===== src/rtl/wptr_full_ctrl.sv =====
`default_nettype none
// ============================================================================
//  Module   : wptr_full_ctrl
//  Purpose  : Write-domain pointer and full-flag generator for an asynchronous
//             FIFO. Keeps a dual binary/Gray write pointer, drives the memory
//             write address and produces registered full, almost-full,
//             fill-level and sticky overflow status. The read pointer arrives
//             already synchronized into wclk.
//  Ports    : wclk          write clock (rising edge)
//             wrst          synchronous active-high reset
//             winc          write request, accepted only while wfull=0
//             wq2_rptr      synchronized read pointer (Gray, ADDRSIZE+1 bits)
//             wclr_ovf      clears woverflow
//             waddr         memory write address (ADDRSIZE bits)
//             wptr          registered Gray write pointer for the read domain
//             wfull         registered full flag
//             walmost_full  registered almost-full flag
//             wcount        registered fill level, 0..2**ADDRSIZE
//             woverflow     sticky flag: write attempted while full
//  Options  : WPTR_ALMOST_FULL_EN - when defined, the almost-full comparator
//             is built; otherwise walmost_full is tied to 0 and AFULL_MARGIN
//             has no effect.
//  Revision : 1.0 - initial release
// ============================================================================
module wptr_full_ctrl #(
  parameter int ADDRSIZE     = 9,
  parameter int AFULL_MARGIN = 4
) (
  input  logic                wclk,
  input  logic                wrst,
  input  logic                winc,
  input  logic [ADDRSIZE:0]   wq2_rptr,
  input  logic                wclr_ovf,
  output logic [ADDRSIZE-1:0] waddr,
  output logic [ADDRSIZE:0]   wptr,
  output logic                wfull,
  output logic                walmost_full,
  output logic [ADDRSIZE:0]   wcount,
  output logic                woverflow
);

  localparam logic [ADDRSIZE:0] c_AFULL_THRESH =
    (ADDRSIZE+1)'((2**ADDRSIZE) - AFULL_MARGIN);

  logic [ADDRSIZE:0] r_wbin;
  logic [ADDRSIZE:0] r_wptr;
  logic              r_wfull;
  logic [ADDRSIZE:0] r_wcount;
  logic              r_woverflow;

  logic              w_accept;
  logic [ADDRSIZE:0] w_wbinnext;
  logic [ADDRSIZE:0] w_wgraynext;
  logic [ADDRSIZE:0] w_rbin_s;
  logic [ADDRSIZE:0] w_count_next;
  logic              w_wfull_val;
  logic              w_ovf_next;

  // A write is only accepted while the registered full flag is low.
  assign w_accept    = winc & ~r_wfull;
  assign w_wbinnext  = r_wbin + {{ADDRSIZE{1'b0}}, w_accept};
  assign w_wgraynext = (w_wbinnext >> 1) ^ w_wbinnext;

  // Gray-to-binary: each binary bit is the XOR of all Gray bits at or above it.
  genvar gi;
  generate
    for (gi = 0; gi <= ADDRSIZE; gi = gi + 1) begin : g_g2b
      assign w_rbin_s[gi] = ^wq2_rptr[ADDRSIZE:gi];
    end
  endgenerate

  // Full when the next write pointer equals the read pointer with its top two
  // Gray bits inverted: same address, one lap ahead.
  assign w_wfull_val  = (w_wgraynext ==
                         {~wq2_rptr[ADDRSIZE:ADDRSIZE-1], wq2_rptr[ADDRSIZE-2:0]});

  // The synchronized read pointer lags the true one, so this difference can
  // only overstate occupancy.
  assign w_count_next = w_wbinnext - w_rbin_s;

  // Overflow set has priority over a simultaneous clear.
  assign w_ovf_next   = (winc & r_wfull) | (r_woverflow & ~wclr_ovf);

  always_ff @(posedge wclk) begin
    if (wrst) begin
      r_wbin      <= '0;
      r_wptr      <= '0;
      r_wfull     <= 1'b0;
      r_wcount    <= '0;
      r_woverflow <= 1'b0;
    end else begin
      r_wbin      <= w_wbinnext;
      r_wptr      <= w_wgraynext;
      r_wfull     <= w_wfull_val;
      r_wcount    <= w_count_next;
      r_woverflow <= w_ovf_next;
    end
  end

`ifdef WPTR_ALMOST_FULL_EN
  logic r_walmost_full;
  logic w_afull_val;

  assign w_afull_val = (w_count_next >= c_AFULL_THRESH) | w_wfull_val;

  always_ff @(posedge wclk) begin
    if (wrst) begin
      r_walmost_full <= 1'b0;
    end else begin
      r_walmost_full <= w_afull_val;
    end
  end

  assign walmost_full = r_walmost_full;
`else
  // Threshold is folded into a dead wire so the margin parameter stays
  // referenced when the comparator is not built.
  logic w_unused_afull;
  assign w_unused_afull = ^c_AFULL_THRESH;
  assign walmost_full   = 1'b0;
`endif

  assign waddr     = r_wbin[ADDRSIZE-1:0];
  assign wptr      = r_wptr;
  assign wfull     = r_wfull;
  assign wcount    = r_wcount;
  assign woverflow = r_woverflow;

endmodule
`default_nettype wire


===== config.mk =====
export PLATFORM = sky130hd
export DESIGN_NAME = wptr_full_ctrl
export DESIGN_NICKNAME = d
export VERILOG_FILES = /design/src/rtl/wptr_full_ctrl.sv
export SDC_FILE = /design/constraint.sdc
export NUM_CORES = 1
export LEC_CHECK = 0
export BUFFER_PORTS_ARGS = -buffer_cell sky130_fd_sc_hd__buf_4
export CORE_ASPECT_RATIO = 1.5
export CORE_MARGIN = 4
export CORE_UTILIZATION = 55
export CTS_CLUSTER_SIZE = 10
export DETAILED_ROUTE_END_ITERATION = 10
export PLACE_DENSITY_LB_ADDON = 0.25
export SETUP_SLACK_MARGIN = 0.15
export SYNTH_ARGS = -nofsm -noshare
export SYNTH_HDL_FRONTEND = slang
export SYNTH_SLANG_ARGS = --single-unit

===== constraint.sdc =====
create_clock -name wclk -period 9.5 [get_ports wclk]
set_input_delay 1.9 -clock wclk [delete_from_list [all_inputs] [get_ports wclk]]
set_output_delay 1.9 -clock wclk [all_outputs]
set_load 0.005 [all_outputs]

# Yosys cells after proc, flatten, opt, wreduce, memory -nomap -nowiden
# Index checks and enable logic that the tools add are counted.
word_totals:
  wordCells: 25
  in_bits: 14
  regBits: 32
op_classes:
  n_addsub: 2
  bitwise_logic: 8
  reduce_logical: 9
  n_eq_ne: 1
op_table:
  columns: ["op", "n"]
  rows:
  - ["$add 10x1->10", 1]
  - ["$eq 10x10->1", 1]
  - ["$reduce_xor 10->1", 1]
  - ["$sub 10x10->10", 1]
  - ["$xor 9x10->10", 1]
  - ["$reduce_xor 9->1", 1]
  - ["$reduce_xor 8->1", 1]
  - ["$reduce_xor 7->1", 1]
  - ["$reduce_xor 6->1", 1]
  - ["$reduce_xor 5->1", 1]
  - ["$reduce_xor 4->1", 1]
  - ["$and 1x1->1", 3]
  - ["$reduce_xor 3->1", 1]
  - ["$not 1->1", 2]
  - ["$not 2->2", 1]
  - ["$reduce_xor 2->1", 1]
  - ["$or 1x1->1", 1]

# Longest topological paths before layout
logic_depth:
  word_depth: 5
  ltp_mapped: 13
  mapped_depth_nobuf: 13

# Worst setup path before layout
# No wires, ideal clock.
synth_timing:
  path_type: "input to register"
  start: "input wq2_rptr[7]"
  end: "register r_wcount[8], in the netlist wcount[8]"
  path_slack_ps: 4648
  setup_ps: 141
  path_stages: 12
  t_arrival_ps: 4712
  required_time_ps: 9359
  path_cell_list: "xor3_2 xnor3_2 xnor2_2 xor2_1 xnor2_1 ha_1 fa_1 nor2_1 maj3_2 a31oi_1 mux2i_1 o311ai_0"
synth_between:
  elab_chain_cells: 2
synth_lines:
  columns: ["element", "line_no", "text"]
  rows:
  - ["start, declared", "32", "input logic [ADDRSIZE:0] wq2_rptr,"]
  - ["$reduce_xor 10->1, or another cell as far along", "68", "assign w_rbin_s[gi] = ^wq2_rptr[ADDRSIZE:gi];"]
  - ["$sub 10x10->10 *", "79", "assign w_count_next = w_wbinnext - w_rbin_s;"]
  - ["end signal, assigned", "95", "r_wcount <= w_count_next;"]
  - ["end, declared", "48", "logic [ADDRSIZE:0] r_wcount;"]
# Mark *: on every way between the ends. The rest lies on a longest branch, timed or not.
# A chain may end at the register's enable or synchronous reset.

# Worst setup path in the final report
# Ends and elaborated chain as after synthesis.

==> results by stage <==
Synth:
- The most common cell in the netlist is dfxtp_1.
- The number of nets handed over by synthesis was 247.
- For this run, the register share of the synthesized area comes to 0.304.
- The synthesized design contains 0 enable-type register cells.
- The post-synthesis cell count is 223.
- Synthesis inferred 31 register bits.
- Of the post-synthesis cell area, the dominant cell type holds 0.304.
- The number of library cell types mapped by synthesis is 55.
- Of all cell types, the one taking the most synthesized area is dfxtp_1.
- The average instance in the mapped netlist occupies 9.17 µm².
- Yosys attributes the largest share of cell area to dfxtp_1 30%, xnor2_1 9.0%, xnor3_1 6.6%.
- The commonest cells after synthesis are 31 x dfxtp_1, 28 x nor2_1, 21 x xnor2_1.
- For this run, asynchronously set or reset flops after synthesis account for 0.
- The area of the mapped netlist is 2040 µm².
- The total of warnings raised by yosys is 0.
- The most used flip-flop cell after synthesis is dfxtp_1.

Place:
- The port buffer count is 44.
- The post-detailed-placement half-perimeter wirelength is 3.35 mm.
- The congestion estimate from routability-driven global placement came to 0.853.
- Before CTS, the worst setup slack after placement is 4280 ps.

Die:
- The initialized floorplan defines 26 standard-cell rows.
- The core region area is 3480 µm².
- The I/O pin count is 46.
- The die covers 4780 µm².
- The die is 82.7 µm tall.
- In this run the horizontal extent of the chip is 57.8 µm.
- The starting utilization of the core area is 0.587.

Clocking:
- Clock latency on the worst-skew pair, taken at its later pin, is 290 ps.
- The clock root buffer master is clkbuf_8.
- The CTS clock-pin slew for the worst setup and hold paths is 70 ps.
- In this run, post-CTS hold repair placed 0 buffers.
- Clock tree synthesis inserted a total of 5 buffers.
- After clock tree synthesis, the setup repair step added 0 buffers.
- CTS saw 31 sinks.
- In this run the deepest clock path goes through 2 buffers.
- TritonCTS built the clock tree.
- After clock tree synthesis, the repair step resized 0 gates.
- The number of levels the H-tree was split into is 2.

Critical path:
- Of all nets on the critical path, the largest fanout is 5.
- Among all stages on the critical path, the largest delay is contributed by xor3_2.
- The critical path goes through buf_4, xor3_2, xnor3_2, xnor2_2, xor2_1, xnor2_1, ha_1, fa_1, nor2_1, maj3_2, a31oi_1, mux2i_1, o311ai_0.
- Counting both buffers and inverters, the worst setup path holds a total of 1.
- The category of the worst setup path launch point is a primary input.
- The cell family contributing the most delay on the critical path is XOR/XNOR gates.
- The worst setup path category is primary input to flip-flop.
- For this run, the slowest stage of the critical path takes 490 ps.
- Data arrives at the worst endpoint at 5080 ps.
- STA puts the critical path data required time at 9650 ps.
- The worst setup path is captured at a flip-flop.

Min path:
- The path class of the lowest-slack min-delay path is flip-flop to flip-flop.

Power and ir drop:
- The sequential share of power is 0.358.
- Of the total power, the clock network draws 0.276.
- The share of total power dissipated in combinational logic is 0.366.
- Internal power comes to 292 µW.
- The total power consumption of the routed design is 423 µW.
- In this run the static leakage power is 0.00121 µW.
- The total power per unit cell area is 170 nW/µm².
- In this run the power spent charging and discharging nets is 131 µW.
- Of the total power, the share spent switching nets is 0.309.
- Across the VDD grid, the largest voltage drop is 125 µV.

Layout:
- In the final layout, the share of cells above drive strength 1 is 0.236.
- The layout net count is 290.
- The area overhead of the layout relative to synthesis is 21.8%.
- The filler cells instantiated in the layout total 284.
- The area of combinational cells with multiple inputs is 1330 µm².
- The count of inserted antenna diode cells is 0.
- Summing all flip-flop and latch instances after layout gives 621 µm².

Timing:
- On the final layout, the worst clock skew is 3.56 ps.
- Dividing the final minimum period by the clock period gives 0.519.
- For the final routed database, the setup TNS stands at 0 ps.
- The number of hold violations in the final report is 0.
- Setup violations remaining at the end of the flow were counted as 0.
- The post-route minimum period is 4930 ps.
- Setup slack closes at 4570 ps.
- The number of pins exceeding their max-slew limit in the final report came to 0.
- Derived from the worst setup path, the maximum achievable clock frequency is 0.203 GHz.
- In this run the tightest slew margin relative to its limit is 0.246.
- For the pin with the worst max-slew slack, the measured transition is 1120 ps.
- Setup repair after global routing left no endpoint under its margin.

Global routing:
- The combined global-route utilization of all metal layers is 0.207.
- The via count of the first global-routing pass was 1616.
- Entering global routing, the biggest net connects 41 pins.
- The initial antenna violation count was 0.
- The global-route congestion overflow total is 0.
- The first global-routing pass estimated 7.50 mm of wire.

Detailed routing:
- The number of search-and-repair iterations in the first detailed-routing pass is 4.
- Summed over all layers, the routed wires come to 4.38 mm.
- The routed wire length per instance is 14.2 µm.
- The detailed-route via count is 1688.
- The first routing iteration left 36 violations.
- The detail route stage leaves a number of antenna-violating nets equal to 0.
- The number of design rule violations left after detail routing is 0.
- In the routed layout, each cell is associated on average with a via count of 5.46.

Flow run:
- The number of maximum-capacitance constraint violations is 0.

Status:
- The flow ran to the end, and the final reports show no timing, DRC or antenna violations.
==> power by group through the flow <==
| stage | Combinational (µW) | Clock (µW) | Sequential (µW) |
|---|---|---|---|
| after floorplan | 105 | 0 | 156 |
| after CTS | 156 | 120 | 152 |
| after global routing | 174 | 127 | 153 |
| after global placement | 152 | 0 | 154 |
| final | 155 | 117 | 152 |
| after detailed placement | 154 | 0 | 154 |
==> sequential cells by signal (all words and copies together) (netlist names) <==
register / count
woverflow: 1
wfull: 1
wptr: 9
wcount: 10
r_wbin: 10
==> kinds of logic (layout without fill, tap and decap cells) <==
logic type / count (synthesis) / in the layout / synth area share
XOR/XNOR: 39 / 39 / 0.241
flip-flops: 31 / 31 / 0.304
multiplexers: 4 / 4 / 0.0202
adder cells (fa/ha/maj): 11 / 11 / 0.0704
buffers and inverters: 22 / 66 / 0.0453
other: 1 / 1 / 0.00183
AND/OR/NAND/NOR: 85 / 85 / 0.210
AO/OA/AOI/OAI: 30 / 30 / 0.108
==> cell type report <==
type / count / share of cell area
multi-input cells: 170 / 0.534
flip-flops and latches: 31 / 0.249
repair buffers: 44 / 0.133
clock buffers: 7 / 0.0387
inverters: 14 / 0.0211
well taps: 42 / 0.0211
clock inverters: 1 / 0.00301
==> stage by stage <==
stage / cell area (µm²) / cells / hold WS [ps] / utilization
after floorplan: 2040 / 223 / 461 / -
after global placement: 2390 / 301 / 459 / 0.686
after detailed placement: 2390 / 301 / 466 / 0.686
after CTS: 2490 / 309 / 476 / 0.716
after global routing: 2490 / 309 / 500 / 0.716
final: 2490 / 309 / 472 / 0.716
==> metal layers <==
layer / up-vias / global-route usage / share of wire
met5: - / 0 / 0
met4: 0 / 0.0998 / 0.018
met3: 8 / 0.0607 / 0.055
met2: 42 / 0.373 / 0.54
met1: 786 / 0.217 / 0.39
li1: 852 / - / -
==> final timing paths <==
| check | to | cells after the start | slack (ps) | start |
|---|---|---|---|---|
| max | wcount[8] | 13 | 4570 | wq2_rptr[7] |
| min | woverflow | 2 | 470 | woverflow |
| max reg2reg | wcount[9] | 13 | 6050 | wfull |
| min reg2reg | woverflow | 2 | 470 | woverflow |
==> cells in the final DEF (no fill, tap or decap), types with 2 or more instances in the layout <==
cell type,Yosys,final
inv_1,14,14
nor2_1,28,28
buf_4,2,44
xnor3_1,6,6
xnor2_1,21,21
nor3_1,6,6
nand3_1,5,5
or3_1,3,3
and4_1,2,2
xor3_1,2,2
nor2b_1,3,3
ha_1,9,9
nor4_1,2,2
a21o_1,4,4
clkbuf_8,0,7
and3_1,5,5
xor2_1,7,7
mux2i_1,3,3
o21bai_1,2,2
nand4_1,2,2
a31oi_1,2,2
a21oi_1,9,9
dfxtp_1,31,31
nand2_1,19,19
==> worst reg2reg max path, cell delays in order (launching register included) <==
cell      delay, ps
dfxtp_1         350
nor2b_1          60
ha_1            220
ha_1            260
and3_1          240
xnor2_1         410
inv_1           160
ha_1            280
a21o_1          170
a21o_1          220
a21o_1          250
a21o_1          210
or4b_1          480
o211ai_2         80
Note: power is estimated with default switching activity, not from simulation.
